[src/rtl/riscv_pkg.sv]
// riscv_pkg: shared types for the writeback/bypass controller.
//   stage_t    - per-stage pipeline record (valid, write enable, load flag,
//                destination, sources, result data)
//   fwd_sel_e  - operand source select (regfile, M bypass, W bypass)
//   writesReg  - true when a stage will architecturally write a given register
package riscv_pkg;

    localparam int unsigned DataW = 32;
    localparam int unsigned RegW  = 5;

    typedef struct packed {
        logic            valid;
        logic            we;
        logic            is_load;
        logic [RegW-1:0] rd;
        logic [RegW-1:0] rs1;
        logic [RegW-1:0] rs2;
        logic [DataW-1:0] data;
    } stage_t;

    typedef enum logic [1:0] {
        FWD_RF,
        FWD_M,
        FWD_W
    } fwd_sel_e;

    // x0 is hardwired, so a write to it is never a real producer.
    function automatic logic writesReg(input stage_t s, input logic [RegW-1:0] r);
        return s.valid & s.we & (s.rd == r) & (r != '0);
    endfunction

endpackage

[src/rtl/riscv_fwd_mux.sv]
// riscv_fwd_mux: resolves one E-stage operand.
//   rs      in   source register of the E-stage instruction
//   mStg    in   M-stage record
//   wStg    in   W-stage record
//   rfData  in   regfile read data for rs
//   sel     out  chosen source
//   operand out  resolved operand value
// M wins over W (younger producer). A load in M is never a bypass source:
// its data does not exist yet, and the stall logic keeps that case away.
module riscv_fwd_mux
    import riscv_pkg::*;
(
    input  logic [RegW-1:0]  rs,
    input  stage_t           mStg,
    input  stage_t           wStg,
    input  logic [DataW-1:0] rfData,
    output fwd_sel_e         sel,
    output logic [DataW-1:0] operand
);

    always_comb begin
        sel     = FWD_RF;
        operand = rfData;
        if (writesReg(mStg, rs) && !mStg.is_load) begin
            sel     = FWD_M;
            operand = mStg.data;
        end else if (writesReg(wStg, rs)) begin
            sel     = FWD_W;
            operand = wStg.data;
        end
    end

    // Source fields of the producing stages are irrelevant to bypassing.
    logic unusedFields;
    assign unusedFields = ^{mStg.rs1, mStg.rs2, wStg.is_load, wStg.rs1, wStg.rs2};

endmodule

[src/rtl/riscv_wb_ctrl.sv]
// riscv_wb_ctrl: pipeline-side partner of riscv_regfile.
//   Tracks in-flight destinations through E/M/W, drives the regfile write
//   port and resolves E-stage operands with M/W bypass; stalls decode one
//   cycle on a load-use hazard.
// Ports:
//   clk_i, rst_i            clock (rising edge), async active-high reset
//   dec_valid_i/rd/we/is_load/rs1/rs2   D-stage instruction
//   flush_i                 kill the D-stage instruction this cycle
//   ex_result_i             ALU result of the E-stage instruction
//   mem_rdata_i             load data of the M-stage instruction
//   rf_data_a_i/b_i         regfile read data (addresses driven from D)
//   op_a_o/op_b_o           resolved E-stage operands
//   stall_o                 hold D for one cycle
//   rf_addr_d_o             regfile AddrD at issue (0 for bubbles/stalls)
//   rf_data_d_o, rf_wen_o   regfile W-stage data and write enable
module riscv_wb_ctrl
    import riscv_pkg::*;
#(
    parameter int unsigned XLEN = 32,
    parameter int unsigned NREG = 32
) (
    input  logic                    clk_i,
    input  logic                    rst_i,
    input  logic                    dec_valid_i,
    input  logic [$clog2(NREG)-1:0] dec_rd_i,
    input  logic                    dec_we_i,
    input  logic                    dec_is_load_i,
    input  logic [$clog2(NREG)-1:0] dec_rs1_i,
    input  logic [$clog2(NREG)-1:0] dec_rs2_i,
    input  logic                    flush_i,
    input  logic [XLEN-1:0]         ex_result_i,
    input  logic [XLEN-1:0]         mem_rdata_i,
    input  logic [XLEN-1:0]         rf_data_a_i,
    input  logic [XLEN-1:0]         rf_data_b_i,
    output logic [XLEN-1:0]         op_a_o,
    output logic [XLEN-1:0]         op_b_o,
    output logic                    stall_o,
    output logic [$clog2(NREG)-1:0] rf_addr_d_o,
    output logic [XLEN-1:0]         rf_data_d_o,
    output logic                    rf_wen_o
);

    stage_t eStg, mStg, wStg;
    logic   loadUse;
    logic   issue;

    always_comb begin
        loadUse = eStg.valid & eStg.we & eStg.is_load & (eStg.rd != '0) &
                  ((eStg.rd == dec_rs1_i) | (eStg.rd == dec_rs2_i));
        // Flush dominates: the killed instruction has no hazard to wait for.
        stall_o = dec_valid_i & ~flush_i & loadUse;
        // Reset gating keeps AddrD quiet while the pipeline is held clear.
        issue   = dec_valid_i & ~flush_i & ~stall_o & ~rst_i;
        rf_addr_d_o = (issue & dec_we_i) ? dec_rd_i : '0;
    end

    always_ff @(posedge clk_i or posedge rst_i) begin
        if (rst_i) begin
            eStg <= '0;
            mStg <= '0;
            wStg <= '0;
        end else begin
            if (issue) begin
                eStg <= '{valid: 1'b1, we: dec_we_i, is_load: dec_is_load_i,
                          rd: dec_rd_i, rs1: dec_rs1_i, rs2: dec_rs2_i, data: '0};
            end else begin
                eStg <= '0;
            end
            mStg      <= eStg;
            mStg.data <= ex_result_i;
            wStg      <= mStg;
            wStg.data <= mStg.is_load ? mem_rdata_i : mStg.data;
        end
    end

    assign rf_data_d_o = wStg.data;
    assign rf_wen_o    = wStg.valid & wStg.we & (wStg.rd != '0);

    fwd_sel_e fwdSelA, fwdSelB;

    riscv_fwd_mux fwdA (
        .rs      (eStg.rs1),
        .mStg    (mStg),
        .wStg    (wStg),
        .rfData  (rf_data_a_i),
        .sel     (fwdSelA),
        .operand (op_a_o)
    );

    riscv_fwd_mux fwdB (
        .rs      (eStg.rs2),
        .mStg    (mStg),
        .wStg    (wStg),
        .rfData  (rf_data_b_i),
        .sel     (fwdSelB),
        .operand (op_b_o)
    );

    // Selects are kept as named nets for trace visibility only.
    logic unusedSel;
    assign unusedSel = ^{fwdSelA, fwdSelB};

    // A dependent in E while its load sits in M would consume stale data.
    logic loadInMHazard;
    assign loadInMHazard = eStg.valid & mStg.valid & mStg.we & mStg.is_load &
                           (mStg.rd != '0) &
                           ((mStg.rd == eStg.rs1) | (mStg.rd == eStg.rs2));

    assert property (@(posedge clk_i) disable iff (rst_i) !loadInMHazard);

endmodule
[config.mk]
export PLATFORM = sky130hd
export DESIGN_NAME = riscv_wb_ctrl
export DESIGN_NICKNAME = d
export VERILOG_FILES = /design/src/rtl/riscv_pkg.sv /design/src/rtl/riscv_fwd_mux.sv /design/src/rtl/riscv_wb_ctrl.sv
export SDC_FILE = /design/constraint.sdc
export NUM_CORES = 1
export LEC_CHECK = 0
export CORE_ASPECT_RATIO = 2
export CORE_MARGIN = 8
export CORE_UTILIZATION = 47
export CTS_CLUSTER_SIZE = 28
export DETAILED_ROUTE_END_ITERATION = 10
export PLACE_DENSITY = 0.85
export SKIP_CTS_REPAIR_TIMING = 1
export SYNTH_ARGS = -nofsm -noshare
export SYNTH_HDL_FRONTEND = slang
export SYNTH_HIERARCHICAL = 1
export SYNTH_SLANG_ARGS = --single-unit
[constraint.sdc]
create_clock -name clk_i -period 14.2 [get_ports clk_i]
set_input_delay 2.84 -clock clk_i [delete_from_list [all_inputs] [get_ports clk_i]]
set_output_delay 2.84 -clock clk_i [all_outputs]
set_load 0.02 [all_outputs]
==> results.tsv <==
stage	metric	value	unit
run_status	outcome	finished, final reports clean	
drt	dr.first_iter.drc_count	450	
worst_setup_path	crit_required	11.36	ns
timing	fmax	126.5	MHz
drt	first_pass_iters	7	
worst_setup_path	path_common_cell	clkdlybuf4s50_1	
placed_design	dpl.cell_count	905	
cts	clockBufferDepth	2	
placed_design	port_buffers	251	
floorplan	initial_core_util	0.4761	
grt	grt_usage	0.2695	
floorplan	die_h	169.0	um
timing	final.setup.tns	0	ns
timing	relSlewSlack	0.1674	
worst_setup_path	crit_buf_inv	2	
pwr	finalPower	0.7243	mW
timing	fin_skew	0.007322	ns
cts	h-tree-depth	3	
synth	synth_nets	734	
placed_design	dpl.hpwl	15490	um
drt	viasPerCell	6.314	
worst_setup_path	cpPeakStageDelay	0.61	ns
worst_setup_path	crit_family	buffers and inverters	
cts	insertion_delay	0.34	ns
worst_hold_path	min_from	eStg[48]	
timing	rsz0062_at_grt	no	
final_layout	syn_to_final_growth	46.35	%
worst_setup_path	worstPathCellList	clkdlybuf4s50_1, xnor2_1, nand3_1, o22ai_4, and3_2, clkdlybuf4s50_1	
final_layout	drive_above_1_share	0.09149	
worst_setup_path	cp-endpoint	stall_o	
synth	synthCells	585	
worst_setup_path	path_max_fanout	24	
final_layout	fillers	900	
timing	layout_min_cycle_time	7.904	ns
timing	tightest_slew	1.249	ns
final_layout	finalNetCount	920	
final_layout	instances_no_fill	921	
cts	cts_num_sinks	97	
timing	period_share	0.5566	
synth	synth.avg_cell_area	9.409	um2
grt	grt_pass1_vias	6099	
worst_setup_path	end_kind	primary output	
floorplan	core	11560	um2
pwr	p_leak	2.967	nW
timing	slew_viol_final	0	
timing	timing.final.hold_violations	0	
flow_run	maxCapViolCount	0	
final_layout	diodes	0	
worst_setup_path	startpoint	dec_rs1_i[0]	
cts	tritoncts	done	
cts	cts_made_buffers	9	
worst_setup_path	slowest_stage	clkdlybuf4s50_1	
cts	clkSlewWorstSetupHoldPaths	0.07	ns
drt	routed_wl	21480	um
floorplan	row_count	56	
worst_setup_path	critPathKind	in2out	
grt	grt_pass1_wl	33060	um
synth	synth_warnings	6	
grt	antenna_found_initial	0	
worst_setup_path	worstSetupStartpointType	primary input	
worst_setup_path	r2r_cells	2	
worst_setup_path	reg2reg_slack	12.48	ns
floorplan	die_area	15640	um2
worst_hold_path	hold_class	reg2reg	
floorplan	die_w	92.52	um
drt	drc	0	
grt	grt-ovfl-total	0	
worst_setup_path	path_depth	6	
drt	final_antenna_net_count	0	
pwr	powerDensity	89.92	nW/um2
drt	vias	5815	
synth	synth_area	5504	um2
pwr	peakVddDrop	0.00006423	V
cts	clockRootBuffer	clkbuf_16	
drt	routedWlPerCell	23.32	um
floorplan	ioPinCount	252	
worst_setup_path	cp.arrival	5.06	ns
grt	grt_max_degree	78	
worst_setup_path	rr_endpoint	rf_data_d_o[23]	
worst_setup_path	rr_startpoint	mStg[47]	
placed_design	routabilityCongestion	0.9485	
timing	final-setup-viol-count	0	
==> how the worst min path moves through the flow <==
stage | endpoint | depth (start not counted) | slack [ns]
finish | mStg[48] | 0 | 0.37
global route | mStg[48] | 0 | 0.38
CTS | mStg[48] | 0 | 0.37
detailed placement | mStg[48] | 0 | 0.36
global placement | mStg[48] | 0 | 0.36
floorplan | mStg[48] | 0 | 0.35
==> worst register-to-register path: cells and delay by family (launching register included) <==
kind	cells	cell delay, ns
DFF	1	0.79
buffers and inverters	1	0.44
muxes	1	0.39
==> layer usage <==
metal	part of all wire	up-vias	global-route usage
met1	0.35	2737	0.3137
met5	0	-	0
met2	0.47	517	0.4305
met4	0.033	0	0.1257
met3	0.14	69	0.09583
li1	-	2492	-
==> flip-flops by register name (all words and copies together), names as in the netlist <==
signal,flops
rf_data_d_o,32
wStg,7
mStg,40
eStg,18
==> power by group <==
part	switching (mW)	internal, mW
combinational	0.0871	0.0829
clock	0.105	0.147
sequential	0.0134	0.289
total	0.205	0.519
==> per-stage QoR <==
step	worst slack [ns]	instance area [um2]	utilization	hold slack (ns)
6_report	6.296	8055	0.6968	0.3741
5_1_grt	6.127	8055	0.6968	0.3818
4_1_cts	6.275	8055	0.6968	0.3745
3_5_place_dp	6.282	7741	0.6696	0.3594
3_3_place_gp	6.326	7741	0.6696	0.3575
2_1_floorplan	7.310	5504	-	0.3533
==> placed cells by master (no fill, tap or decap), drive strengths merged, types with 2 or more instances in the layout <==
master and count:
o211ai 4, xnor2 30, mux2 32, nand2 8
inv 2, buf 14, nand4 4, nand3 83
a31oi 64, or4 2, clkinv 3, a21oi 23
o21ai 64, o211a 2, and3 2, nor3 65
clkdlybuf4s50 251, or2 2, dfrtp 97, and2 2
and3b 2, clkbuf 11, and4 2
==> area by class of cell <==
class | instances | area, um2 | area share
clock buffers | 11 | 252.7 | 0.03138
clock inverters | 5 | 61.31 | 0.007611
inverters | 1 | 6.256 | 0.0007766
multi-input cells | 397 | 2509 | 0.3114
repair buffers | 265 | 2618 | 0.3249
well taps | 145 | 181.4 | 0.02252
flip-flops and latches | 97 | 2427 | 0.3013
Note: power is estimated with default switching activity, not from simulation.
